--- src/rtl/ex_mem_stage_pkg.sv ---
// Shared types and defaults for the EX/MEM pipeline stage.
package ex_mem_stage_pkg;

   localparam int DATA_W_DEF = 32;
   localparam int REG_AW_DEF = 5;
   localparam int CNT_W_DEF  = 32;

   // MEM/WB control bits carried by the stage
   typedef struct packed {
      logic reg_write;
      logic mem_read;
      logic mem_write;
      logic mem_to_reg;
   } mem_ctrl_t;

   localparam mem_ctrl_t CTRL_BUBBLE = '0;

   // What the pipeline register does on the next edge
   typedef enum logic [1:0] {
      LOAD_CAPTURE = 2'd0,
      LOAD_HOLD    = 2'd1,
      LOAD_BUBBLE  = 2'd2
   } load_sel_e;

   // Branch pulse flag: fires for one cycle after a captured taken beq
   typedef enum logic {
      PULSE_IDLE  = 1'b0,
      PULSE_FIRED = 1'b1
   } pulse_state_e;

   // flush beats stall, stall beats capture; an invalid EX slot becomes a bubble
   function automatic load_sel_e load_select(input logic flush, input logic stall,
                                             input logic ex_valid);
      if (flush)     return LOAD_BUBBLE;
      if (stall)     return LOAD_HOLD;
      if (!ex_valid) return LOAD_BUBBLE;
      return LOAD_CAPTURE;
   endfunction

   // Word accesses must have the two address LSBs clear
   function automatic logic is_misaligned(input logic [1:0] addr_lsb);
      return addr_lsb != 2'b00;
   endfunction

endpackage

--- src/rtl/ex_mem_stage_if.sv ---
// Bus between the EX stage / hazard unit and the EX/MEM register.
// Optional MEM_ALIGN_CHECK_EN adds the mem_misaligned signal.
interface ex_mem_stage_if #(
   parameter int DATA_W = 32,
   parameter int REG_AW = 5,
   parameter int CNT_W  = 32
);
   logic              stall;
   logic              flush;
   logic              ex_valid;
   logic [DATA_W-1:0] ex_alu_result;
   logic              ex_zero;
   logic [DATA_W-1:0] ex_write_data;
   logic [REG_AW-1:0] ex_rd;
   logic              ex_reg_write;
   logic              ex_mem_read;
   logic              ex_mem_write;
   logic              ex_mem_to_reg;
   logic              ex_branch;
   logic [DATA_W-1:0] ex_branch_target;

   logic              mem_valid;
   logic              mem_reg_write;
   logic              mem_mem_read;
   logic              mem_mem_write;
   logic              mem_mem_to_reg;
   logic [DATA_W-1:0] mem_alu_result;
   logic [DATA_W-1:0] mem_write_data;
   logic [REG_AW-1:0] mem_rd;
   logic              branch_taken;
   logic [DATA_W-1:0] branch_target;
   logic              flush_req;
   logic              fwd_valid;
   logic [REG_AW-1:0] fwd_rd;
   logic [DATA_W-1:0] fwd_data;
   logic [CNT_W-1:0]  stall_cycles;
`ifdef MEM_ALIGN_CHECK_EN
   logic              mem_misaligned;
`endif

   // Upstream side: EX stage and hazard unit drive, MEM consumers read
   modport master (
`ifdef MEM_ALIGN_CHECK_EN
      input  mem_misaligned,
`endif
      output stall, flush, ex_valid, ex_alu_result, ex_zero, ex_write_data, ex_rd,
             ex_reg_write, ex_mem_read, ex_mem_write, ex_mem_to_reg, ex_branch,
             ex_branch_target,
      input  mem_valid, mem_reg_write, mem_mem_read, mem_mem_write, mem_mem_to_reg,
             mem_alu_result, mem_write_data, mem_rd, branch_taken, branch_target,
             flush_req, fwd_valid, fwd_rd, fwd_data, stall_cycles
   );

   // The EX/MEM register itself
   modport slave (
`ifdef MEM_ALIGN_CHECK_EN
      output mem_misaligned,
`endif
      input  stall, flush, ex_valid, ex_alu_result, ex_zero, ex_write_data, ex_rd,
             ex_reg_write, ex_mem_read, ex_mem_write, ex_mem_to_reg, ex_branch,
             ex_branch_target,
      output mem_valid, mem_reg_write, mem_mem_read, mem_mem_write, mem_mem_to_reg,
             mem_alu_result, mem_write_data, mem_rd, branch_taken, branch_target,
             flush_req, fwd_valid, fwd_rd, fwd_data, stall_cycles
   );
endinterface

--- src/rtl/ex_mem_stage_branch_resolve.sv ---
// beq resolution: taken decision from the zero flag, a one-shot pulse flag
// and the registered branch target.
module ex_mem_stage_branch_resolve
   import ex_mem_stage_pkg::*;
#(
   parameter int DATA_W = DATA_W_DEF
) (
   input  logic              clk,
   input  logic              reset,
   input  logic              capture,
   input  logic              ex_valid,
   input  logic              ex_branch,
   input  logic              ex_zero,
   input  logic [DATA_W-1:0] ex_branch_target,
   output logic              branch_taken,
   output logic [DATA_W-1:0] branch_target
);

   pulse_state_e      state_q, state_d;
   logic [DATA_W-1:0] target_q, target_d;
   logic              taken_d;

   assign taken_d = ex_valid & ex_branch & ex_zero;

   // Arm the pulse only on a captured taken branch; every other cycle disarms it
   always_comb begin
      // NOTE: every output of this block gets a default first, so no path can infer a latch.
      state_d  = PULSE_IDLE;
      target_d = target_q;
      if (capture) begin
         target_d = ex_branch_target;
         if (taken_d) state_d = PULSE_FIRED;
      end
   end

   // Pulse flag and target registers, cleared asynchronously
   always_ff @(posedge clk or posedge reset) begin
      // NOTE: state is updated with non-blocking assignments so all flops sample the same edge.
      if (reset) begin
         state_q  <= PULSE_IDLE;
         target_q <= '0;
      end else begin
         state_q  <= state_d;
         target_q <= target_d;
      end
   end

   assign branch_taken  = (state_q == PULSE_FIRED);
   assign branch_target = target_q;

endmodule

--- src/rtl/ex_mem_stage.sv ---
// EX/MEM pipeline register of the five-stage MIPS core: registers the ALU
// result, store data, destination and MEM/WB controls, resolves beq, drives
// MEM->EX forwarding and counts stall cycles.
// Optional MEM_ALIGN_CHECK_EN: flags misaligned lw/sw and suppresses the access.
module ex_mem_stage
   import ex_mem_stage_pkg::*;
#(
   parameter int DATA_W = DATA_W_DEF,
   parameter int REG_AW = REG_AW_DEF,
   parameter int CNT_W  = CNT_W_DEF
) (
   input  logic          clk,
   input  logic          reset,
   ex_mem_stage_if.slave bus
);

   load_sel_e         load_sel;
   logic              capture;
   logic              access_bad;
   logic              branch_taken;

   logic              valid_q, valid_d;
   mem_ctrl_t         ctrl_q, ctrl_d;
   logic [DATA_W-1:0] alu_q, alu_d;
   logic [DATA_W-1:0] wdata_q, wdata_d;
   logic [REG_AW-1:0] rd_q, rd_d;
   logic [CNT_W-1:0]  stall_cnt_q, stall_cnt_d;

   assign load_sel = load_select(bus.flush, bus.stall, bus.ex_valid);
   assign capture  = (load_sel == LOAD_CAPTURE);

`ifdef MEM_ALIGN_CHECK_EN
   logic misaligned_q, misaligned_d;

   assign access_bad = bus.ex_valid & (bus.ex_mem_read | bus.ex_mem_write)
                     & is_misaligned(bus.ex_alu_result[1:0]);

   // Misalignment flag follows the same load/hold/bubble rule as the other fields
   always_comb begin
      misaligned_d = misaligned_q;
      unique case (load_sel)
         LOAD_CAPTURE: misaligned_d = access_bad;
         LOAD_BUBBLE:  misaligned_d = 1'b0;
         default:      misaligned_d = misaligned_q;
      endcase
   end

   // Misalignment flag register
   always_ff @(posedge clk or posedge reset) begin
      if (reset) misaligned_q <= 1'b0;
      else       misaligned_q <= misaligned_d;
   end

   assign bus.mem_misaligned = misaligned_q;
`else
   assign access_bad = 1'b0;
`endif

   // Pipeline register next state: capture EX, hold on stall, or load a bubble
   always_comb begin
      valid_d = valid_q;
      ctrl_d  = ctrl_q;
      alu_d   = alu_q;
      wdata_d = wdata_q;
      rd_d    = rd_q;
      unique case (load_sel)
         LOAD_CAPTURE: begin
            valid_d            = 1'b1;
            ctrl_d.reg_write   = bus.ex_reg_write;
            ctrl_d.mem_read    = bus.ex_mem_read  & ~access_bad;
            ctrl_d.mem_write   = bus.ex_mem_write & ~access_bad;
            ctrl_d.mem_to_reg  = bus.ex_mem_to_reg;
            alu_d              = bus.ex_alu_result;
            wdata_d            = bus.ex_write_data;
            rd_d               = bus.ex_rd;
         end
         LOAD_BUBBLE: begin
            valid_d = 1'b0;
            ctrl_d  = CTRL_BUBBLE;
            alu_d   = '0;
            wdata_d = '0;
            rd_d    = '0;
         end
         default: ;
      endcase
   end

   // Stall counter: counts every stall cycle, flush or not, and sticks at all-ones
   always_comb begin
      stall_cnt_d = stall_cnt_q;
      if (bus.stall && (stall_cnt_q != '1)) stall_cnt_d = stall_cnt_q + CNT_W'(1);
   end

   // Pipeline and counter registers, cleared asynchronously
   always_ff @(posedge clk or posedge reset) begin
      if (reset) begin
         valid_q     <= 1'b0;
         ctrl_q      <= CTRL_BUBBLE;
         alu_q       <= '0;
         wdata_q     <= '0;
         rd_q        <= '0;
         stall_cnt_q <= '0;
      end else begin
         valid_q     <= valid_d;
         ctrl_q      <= ctrl_d;
         alu_q       <= alu_d;
         wdata_q     <= wdata_d;
         rd_q        <= rd_d;
         stall_cnt_q <= stall_cnt_d;
      end
   end

   ex_mem_stage_branch_resolve #(
      .DATA_W (DATA_W)
   ) u_branch_resolve (
      .clk              (clk),
      .reset            (reset),
      .capture          (capture),
      .ex_valid         (bus.ex_valid),
      .ex_branch        (bus.ex_branch),
      .ex_zero          (bus.ex_zero),
      .ex_branch_target (bus.ex_branch_target),
      .branch_taken     (branch_taken),
      .branch_target    (bus.branch_target)
   );

   assign bus.mem_valid      = valid_q;
   assign bus.mem_reg_write  = ctrl_q.reg_write;
   assign bus.mem_mem_read   = ctrl_q.mem_read;
   assign bus.mem_mem_write  = ctrl_q.mem_write;
   assign bus.mem_mem_to_reg = ctrl_q.mem_to_reg;
   assign bus.mem_alu_result = alu_q;
   assign bus.mem_write_data = wdata_q;
   assign bus.mem_rd         = rd_q;
   assign bus.branch_taken   = branch_taken;
   assign bus.flush_req      = branch_taken;
   assign bus.stall_cycles   = stall_cnt_q;

   // A load's value is not known until MEM completes, and r0 is never forwarded
   assign bus.fwd_valid = valid_q & ctrl_q.reg_write & ~ctrl_q.mem_read & (rd_q != '0);
   assign bus.fwd_rd    = rd_q;
   assign bus.fwd_data  = alu_q;

endmodule

--- src/flat_wrapper.sv ---
// flat-port wrapper written by rule: the top's interface ports become plain ports
module ex_mem_stage_flat import ex_mem_stage_pkg::*;
#(
   parameter int DATA_W = DATA_W_DEF,
   parameter int REG_AW = REG_AW_DEF,
   parameter int CNT_W  = CNT_W_DEF
)
  (clk, reset, bus_stall, bus_flush, bus_ex_valid, bus_ex_alu_result, bus_ex_zero, bus_ex_write_data, bus_ex_rd, bus_ex_reg_write, bus_ex_mem_read, bus_ex_mem_write, bus_ex_mem_to_reg, bus_ex_branch, bus_ex_branch_target, bus_mem_valid, bus_mem_reg_write, bus_mem_mem_read, bus_mem_mem_write, bus_mem_mem_to_reg, bus_mem_alu_result, bus_mem_write_data, bus_mem_rd, bus_branch_taken, bus_branch_target, bus_flush_req, bus_fwd_valid, bus_fwd_rd, bus_fwd_data, bus_stall_cycles);
  ex_mem_stage_if #(.DATA_W(DATA_W), .REG_AW(REG_AW), .CNT_W(CNT_W)) bus_i ();
  input  logic clk;
  input  logic reset;
  input wire logic [$bits(bus_i.stall)-1:0] bus_stall;
  input wire logic [$bits(bus_i.flush)-1:0] bus_flush;
  input wire logic [$bits(bus_i.ex_valid)-1:0] bus_ex_valid;
  input wire logic [$bits(bus_i.ex_alu_result)-1:0] bus_ex_alu_result;
  input wire logic [$bits(bus_i.ex_zero)-1:0] bus_ex_zero;
  input wire logic [$bits(bus_i.ex_write_data)-1:0] bus_ex_write_data;
  input wire logic [$bits(bus_i.ex_rd)-1:0] bus_ex_rd;
  input wire logic [$bits(bus_i.ex_reg_write)-1:0] bus_ex_reg_write;
  input wire logic [$bits(bus_i.ex_mem_read)-1:0] bus_ex_mem_read;
  input wire logic [$bits(bus_i.ex_mem_write)-1:0] bus_ex_mem_write;
  input wire logic [$bits(bus_i.ex_mem_to_reg)-1:0] bus_ex_mem_to_reg;
  input wire logic [$bits(bus_i.ex_branch)-1:0] bus_ex_branch;
  input wire logic [$bits(bus_i.ex_branch_target)-1:0] bus_ex_branch_target;
  output wire logic [$bits(bus_i.mem_valid)-1:0] bus_mem_valid;
  output wire logic [$bits(bus_i.mem_reg_write)-1:0] bus_mem_reg_write;
  output wire logic [$bits(bus_i.mem_mem_read)-1:0] bus_mem_mem_read;
  output wire logic [$bits(bus_i.mem_mem_write)-1:0] bus_mem_mem_write;
  output wire logic [$bits(bus_i.mem_mem_to_reg)-1:0] bus_mem_mem_to_reg;
  output wire logic [$bits(bus_i.mem_alu_result)-1:0] bus_mem_alu_result;
  output wire logic [$bits(bus_i.mem_write_data)-1:0] bus_mem_write_data;
  output wire logic [$bits(bus_i.mem_rd)-1:0] bus_mem_rd;
  output wire logic [$bits(bus_i.branch_taken)-1:0] bus_branch_taken;
  output wire logic [$bits(bus_i.branch_target)-1:0] bus_branch_target;
  output wire logic [$bits(bus_i.flush_req)-1:0] bus_flush_req;
  output wire logic [$bits(bus_i.fwd_valid)-1:0] bus_fwd_valid;
  output wire logic [$bits(bus_i.fwd_rd)-1:0] bus_fwd_rd;
  output wire logic [$bits(bus_i.fwd_data)-1:0] bus_fwd_data;
  output wire logic [$bits(bus_i.stall_cycles)-1:0] bus_stall_cycles;
  assign bus_i.stall = bus_stall;
  assign bus_i.flush = bus_flush;
  assign bus_i.ex_valid = bus_ex_valid;
  assign bus_i.ex_alu_result = bus_ex_alu_result;
  assign bus_i.ex_zero = bus_ex_zero;
  assign bus_i.ex_write_data = bus_ex_write_data;
  assign bus_i.ex_rd = bus_ex_rd;
  assign bus_i.ex_reg_write = bus_ex_reg_write;
  assign bus_i.ex_mem_read = bus_ex_mem_read;
  assign bus_i.ex_mem_write = bus_ex_mem_write;
  assign bus_i.ex_mem_to_reg = bus_ex_mem_to_reg;
  assign bus_i.ex_branch = bus_ex_branch;
  assign bus_i.ex_branch_target = bus_ex_branch_target;
  assign bus_mem_valid = bus_i.mem_valid;
  assign bus_mem_reg_write = bus_i.mem_reg_write;
  assign bus_mem_mem_read = bus_i.mem_mem_read;
  assign bus_mem_mem_write = bus_i.mem_mem_write;
  assign bus_mem_mem_to_reg = bus_i.mem_mem_to_reg;
  assign bus_mem_alu_result = bus_i.mem_alu_result;
  assign bus_mem_write_data = bus_i.mem_write_data;
  assign bus_mem_rd = bus_i.mem_rd;
  assign bus_branch_taken = bus_i.branch_taken;
  assign bus_branch_target = bus_i.branch_target;
  assign bus_flush_req = bus_i.flush_req;
  assign bus_fwd_valid = bus_i.fwd_valid;
  assign bus_fwd_rd = bus_i.fwd_rd;
  assign bus_fwd_data = bus_i.fwd_data;
  assign bus_stall_cycles = bus_i.stall_cycles;
  ex_mem_stage #(.DATA_W(DATA_W), .REG_AW(REG_AW), .CNT_W(CNT_W)) u_core (.clk(clk), .reset(reset), .bus(bus_i));
endmodule
--- config.mk ---
export PLATFORM = sky130hd
export DESIGN_NAME = ex_mem_stage_flat
export DESIGN_NICKNAME = d
export VERILOG_FILES = /design/src/rtl/ex_mem_stage_pkg.sv /design/src/rtl/ex_mem_stage_if.sv /design/src/rtl/ex_mem_stage_branch_resolve.sv /design/src/rtl/ex_mem_stage.sv /design/src/flat_wrapper.sv
export SDC_FILE = /design/constraint.sdc
export NUM_CORES = 1
export LEC_CHECK = 0
export ABC_AREA = 1
export CAP_MARGIN = 20
export CORE_UTILIZATION = 30
export CTS_CLUSTER_SIZE = 14
export DETAILED_ROUTE_END_ITERATION = 8
export SLEW_MARGIN = 20
export SYNTH_ARGS = -nofsm -noshare
export SYNTH_HDL_FRONTEND = slang
export SYNTH_SLANG_ARGS = --single-unit
export TNS_END_PERCENT = 50
--- constraint.sdc ---
create_clock -name clk -period 8.2 [get_ports clk]
set_input_delay 0.82 -clock clk [delete_from_list [all_inputs] [get_ports clk]]
set_output_delay 0.82 -clock clk [all_outputs]
set_load 0.005 [all_outputs]
==> results of run 1 <==
[final cells by class]
class / count / share of cell area (%)
Sequential cell: 139 / 34.4
Clock buffer: 19 / 4.38
Multi-Input combinational cell: 478 / 23.8
Timing Repair Buffer: 295 / 29.0
Tap cell: 280 / 3.47
Clock inverter: 13 / 1.08
Inverter: 103 / 3.87
[routing by layer]
| metal | up-vias | part of all wire (%) | global-route usage [%] |
|---|---|---|---|
| met5 | - | 0 | 0 |
| met4 | 0 | 1.1 | 5.50 |
| met3 | 15 | 7.2 | 5.69 |
| met2 | 171 | 49 | 28.9 |
| met1 | 2810 | 42 | 22.9 |
| li1 | 2922 | - | - |
[Yosys cell counts, drive strengths merged, types with 2 or more instances]
master / number / area (um^2)
nand3b: 2 / 27.5
inv: 103 / 387
nand3: 88 / 440
clkbuf: 21 / 78.8
mux2: 32 / 360
dfrtp: 139 / 3480
o21ai: 77 / 385
xor2: 8 / 70.1
nand2: 203 / 777
xnor2: 5 / 43.8
nor2: 57 / 245
buf: 50 / 362
[metrics by stage]
stage               utilization [%]  power [mW]
global route                   46.2        1.90
detailed placement             43.7        1.11
CTS                            46.2        1.84
global placement               43.7        1.10
floorplan                         -       0.905
finish                         46.2        1.82
[worst reg2reg max path, stage by stage (launching register included)]
cell and delay, ns:
dfrtp_1 0.46, ha_1 0.27, inv_2 0.12, nor2_8 0.07, nand2_2 0.09, nor2_1 0.07, a21oi_2 0.54, buf_4 0.36
nand2_1 0.08, nand2_1 0.07
[cells by family after synthesis]
kind of cell	share of synthesized area [%]
and+or+nand+nor	22.5
buffers and inverters	12.3
DFF	51.9
AOI/OAI and AO/OA	5.96
muxes	5.38
xor gates and xnor gates	1.70
adders and majority gates	0.187
[power breakdown]
group | total, mW | internal [mW] | switching, mW
Combinational | 0.306 | 0.192 | 0.113
Sequential | 0.784 | 0.740 | 0.0438
Clock | 0.726 | 0.402 | 0.324
Total | 1.82 | 1.33 | 0.481
[worst max path at each step]
stage,startpoint,cells after the start,slack [ns],endpoint
final,u_core.bus.fwd_rd[3],5,5.63,bus_fwd_valid
after global routing,u_core.bus.fwd_rd[2],5,5.53,bus_fwd_valid
after CTS,u_core.bus.fwd_rd[3],5,5.59,bus_fwd_valid
after detailed placement,reset,3,5.39,u_core.u_branch_resolve.branch_target[18]
after global placement,reset,3,5.35,u_core.u_branch_resolve.branch_target[16]
after floorplan,reset,1,3.66,u_core.bus.fwd_data[0]
==> qor.csv, run 1 <==
metric;value;unit
unrepaired setup endpoints after global routing;no;
PnR worst setup slack;5.63;ns
first-pass GRT wire length;31500;um
Post-Layout Cell Count;1327;
Cell Pwr Density;180;nW/um^2
Tmin final;2.57;ns
Ys Warns;0;
synthesized net count;904;
data required time of the worst path;7.38;ns
multi-input logic area;2400;um^2
P&R area growth vs syn;50.9;%
Skew-Pair Late Insertion Delay;0.42;ns
worst reg2reg path depth;9;
status;finished, final reports clean;
Max Fclk;0.390;GHz
Seq. cell area;3480;um^2
Worst IR Drop VDD;0.124;mV
Top FF cell, synth;dfrtp_1;
Final GP Congestion;0.843;
syn_area_per_cell;8.47;um^2
cts hold-fix bufs;0;
CTS Buffer Depth;2;
R2R setup slack;6.00;ns
Hold Path Sink;u_core.u_branch_resolve.branch_target[28];
Post-synth EDFFs;0;
reg-to-reg endpoint;u_core.bus.stall_cycles[15];
pin count of the biggest net entering global routing;75;
row cnt;54;
CP Launch Type;flip-flop;
Cell Chain, Critical Path;inv_1 -> nand4_1 -> o2111ai_1 -> inv_1 -> clkdlybuf4s50_1;
GR Overflow Total;0;
placed insts;1295;
Slew Viols, Final;0;
Final period util;31.3;%
Seq/Total Area, Yosys;51.9;%
share of synthesized flip-flops with an asynchronous set or reset;100;%
IO Count;290;
max_slew headroom;38.4;%
worst min path class;flip-flop to flip-flop;
Reg2Reg Launch Point;u_core.bus.stall_cycles[0];
critical path fanouts, max;3;
vias in the first global route;5872;
most common cell after layout, fill and taps aside;clkdlybuf4s50_1;
Post-DP HPWL;14100;um
Slowest-stage cell, CP;clkdlybuf4s50_1;
placed inst area;9560;um^2
DRC viols;0;
CP Capture Type;output port;
chip width;151;um
Die Y-Extent;151;um
clock skew;0.0146;ns
htree depth;4;
CTS tree;done;
TritonRoute pass-1 iters;4;
kind of critical path;flip-flop to output port;
Synth Instances;791;
most frequent cells in the layout;clkdlybuf4s50_1 (288), nand2_1 (199), dfrtp_1 (139);
arrival time worst endpoint;1.75;ns
n_diodes;0;
Reg clk slew, reported paths;0.06;ns
Fin. Hold Viols;0;
drt total wl;20200;um
total CTS buffers;17;
Initial Utilization;30.6;%
slowest stage delay, CP;0.47;ns
Top Family by Delay on Critical Path;buffers and inverters;
all-layer global routing usage;18.0;%
measured slew at the worst slew-check pin;0.924;ns
Port Buffers;289;
Hold WS;0.505;ns
final antenna-violating net count;0;
vias post-DR;5918;
Root Driver;clkbuf_16;
Setup Buffers After CTS;0;
synthesized area;6700;um^2
# setup viols final;0;
share of cells above drive strength 1;8.12;%
Vias/cell;4.46;
FF+latch count, synth;139;
Max Cap Viol;0;
Distinct cells, synth;28;
CP most frequent cell;inv_1;
number of gates resized after CTS;0;
core box area;21900;um^2
setup TNS;0;ns
Place WS;5.39;ns
CTS Sinks;139;
Wirelength per Cell;15.3;um
Iteration-0 DRC Markers;315;
Hold Crit Start;u_core.u_branch_resolve.branch_target[28];
Hold Path Cell Cnt;1;
die area;22900;um^2
FILL cells;2166;
antenna violations before repair;0;
final instance area;10100;um^2
Final Net Count;1147;
Lkg Pwr;4.27;nW
buffers plus inverters on the worst setup path;3;
Note: power is estimated with default switching activity, not from simulation.
==> inputs of run 2 (changes only) <==
==> constraint.sdc (replaced) <==
create_clock -name clk -period 2.3 [get_ports clk]
set_input_delay 0.23 -clock clk [delete_from_list [all_inputs] [get_ports clk]]
set_output_delay 0.23 -clock clk [all_outputs]
set_load 0.005 [all_outputs]
==> run 2 against run 1 <==
  * Highest routed layer unchanged
  * Worst setup slack lost 5.3 ns
  * Routed wire length decreased by 0.46%
  * Critical path type unchanged
  * First-iteration DRC count decreased by 20%
  * Clock power grew to 3.6 times the previous value
  * Sequential cell count unchanged
  * Combinational power rose to 3.6 times the previous value
  * Critical path depth did not move
  * Non-clock buffer count is 2 higher
  * Sequential power grew to 3.6 times the previous value
  * Critical endpoint unchanged
  * Largest cell class unchanged
==> qor.csv, run 2 (synthesis gave the netlist of run 1 again) <==
metric;value;unit;change
critical path fanouts, max;3;;unchanged
data required time of the worst path;2.07;ns;-5.31 ns
P_int;4.87;mW;+260%
first-pass GRT wire length;30900;um;-1.9%
number of gates resized after CTS;0;;unchanged
clock skew;0.00847;ns;-0.00615 ns
CTS tree;done;;
CTS Sinks;139;;unchanged
htree depth;4;;unchanged
Final GP Congestion;0.797;;-5.4%
kind of critical path;flip-flop to output port;;
Cell Chain, Critical Path;inv_1 -> nand4_1 -> o2111ai_1 -> inv_1 -> clkdlybuf4s50_1;;
Post-DP HPWL;14400;um;+1.6%
DRC viols;0;;unchanged
antenna violations before repair;1;;+1
Iteration-0 DRC Markers;251;;-20%
P&R area growth vs syn;52.4;%;
pin count of the biggest net entering global routing;74;;-1.3%
Final period util;85.5;%;
measured slew at the worst slew-check pin;0.423;ns;-0.501 ns
Final Net Count;1149;;+0.17%
Reg clk slew, reported paths;0.06;ns;about the same
most frequent cells in the layout;clkdlybuf4s50_1 (288), nand2_1 (199), dfrtp_1 (139);;
worst min path class;input port to async pin;;
Lkg Pwr;4.32;nW;+0.99%
part of the power in combinational logic;17.0;%;+0.2 points
Setup Buffers After CTS;0;;unchanged
buffers plus inverters on the worst setup path;3;;unchanged
slowest stage delay, CP;0.47;ns;about the same
Vias/cell;4.46;;about the same
Slowest-stage cell, CP;clkdlybuf4s50_1;;
Max Cap Viol;0;;unchanged
CP Capture Type;output port;;
arrival time worst endpoint;1.74;ns;about the same
cts hold-fix bufs;0;;unchanged
total CTS buffers;17;;unchanged
multi-input logic area;2400;um^2;unchanged
Slew Viols, Final;0;;unchanged
core box area;21900;um^2;unchanged
share of cells above drive strength 1;8.20;%;+0.080 points
unrepaired setup endpoints after global routing;no;;
Wirelength per Cell;15.2;um;-0.61%
final total power;6.53;mW;+260%
Tmin final;1.97;ns;
drt total wl;20200;um;-0.46%
max_slew headroom;71.7;%;+33 points
n_diodes;0;;unchanged
CP most frequent cell;inv_1;;
Fin. Hold Viols;0;;unchanged
Initial Utilization;30.6;%;unchanged
final antenna-violating net count;0;;unchanged
Worst IR Drop VDD;0.439;mV;+250%
chip width;151;um;unchanged
Top Family by Delay on Critical Path;buffers and inverters;;
setup TNS;0;ns;unchanged
vias post-DR;5927;;+0.15%
TritonRoute pass-1 iters;4;;unchanged
vias in the first global route;5747;;-2.1%
row cnt;54;;unchanged
IO Count;290;;unchanged
Max Fclk;0.508;GHz;
most common cell after layout, fill and taps aside;clkdlybuf4s50_1;;
Cell Pwr Density;640;nW/um^2;+260%
Root Driver;clkbuf_16;;
FILL cells;2147;;-0.88%
Clock power frac;40.3;%;+0.3 points
CTS Buffer Depth;2;;unchanged
status;finished, final reports clean;;
CP Launch Type;flip-flop;;
all-layer global routing usage;17.7;%;-0.28 points
# setup viols final;0;;unchanged
Seq. cell area;3480;um^2;unchanged
Switching Fraction;25.5;%;-0.98 points
Die Y-Extent;151;um;unchanged
Net Sw Power;1.67;mW;+250%
Skew-Pair Late Insertion Delay;0.41;ns;about the same
Flop pwr share;42.7;%;-0.5 points
Port Buffers;289;;unchanged
die area;22900;um^2;unchanged
GR Overflow Total;0;;unchanged
==> run 2: cell count changes in the layout (fill, tap and decap cells not counted), sizes merged <==
cell | previous run | this run
buf | 7 | 9
inv | 109 | 105
bufinv | 0 | 1
clkbuf | 19 | 20
clkinv | 4 | 6
==> run 2: worst paths after layout <==
check	depth (start not counted)	slack [ns]	from	to
max in group asynchronous	3	1.46	reset	u_core.bus.mem_write_data[15]
hold / removal	2	0.16	reset	u_core.u_branch_resolve.branch_target[4]
setup reg to reg	9	0.50	u_core.bus.stall_cycles[0]	u_core.bus.stall_cycles[22]
min in group clk	3	0.36	bus_ex_branch	u_core.u_branch_resolve.branch_taken
hold reg to reg	1	0.50	u_core.u_branch_resolve.branch_target[22]	u_core.u_branch_resolve.branch_target[22]
setup / recovery	5	0.33	u_core.bus.fwd_rd[0]	bus_fwd_valid
==> run 2: layout make-up <==
type	instances	share of cell area (%)
flip-flops and latches	139	34.1
repair buffers	297	29.6
multi-input cells	478	23.6
clock buffers	20	4.38
inverters	103	3.82
well taps	280	3.43
clock inverters	12	1.10
==> run 2: routing by layer <==
| layer | global-route usage (%) | share of wire, % | vias up |
|---|---|---|---|
| li1 | - | - | 2936 |
| met4 | 5.25 | 1.5 | 0 |
| met2 | 29.3 | 50 | 162 |
| met1 | 22.2 | 43 | 2810 |
| met3 | 5.30 | 6.2 | 19 |
| met5 | 0 | 0 | - |
==> run 2: power by group through the flow <==
| stage | clock [mW] | combinational (mW) | sequential (mW) |
|---|---|---|---|
| final | 2.63 | 1.11 | 2.79 |
| after global routing | 2.80 | 1.21 | 2.82 |
| after CTS | 2.71 | 1.13 | 2.80 |
| after detailed placement | 0 | 1.13 | 2.84 |
| after global placement | 0 | 1.11 | 2.83 |
| after floorplan | 0 | 0.398 | 2.83 |
==> run 2: metrics by stage <==
| stage | setup slack, ns | hold WS [ns] | utilization [%] | std cells | instance area, um^2 |
|---|---|---|---|---|---|
| 2_1_floorplan | 0.335 | 0.343 | - | 791 | 6700 |
| 3_3_place_gp | 0.430 | 0.488 | 44.1 | 1297 | 9650 |
| 3_5_place_dp | 0.352 | 0.492 | 44.1 | 1297 | 9650 |
| 4_1_cts | 0.284 | 0.158 | 46.6 | 1329 | 10200 |
| 5_1_grt | 0.234 | 0.184 | 46.6 | 1329 | 10200 |
| 6_report | 0.333 | 0.163 | 46.6 | 1329 | 10200 |
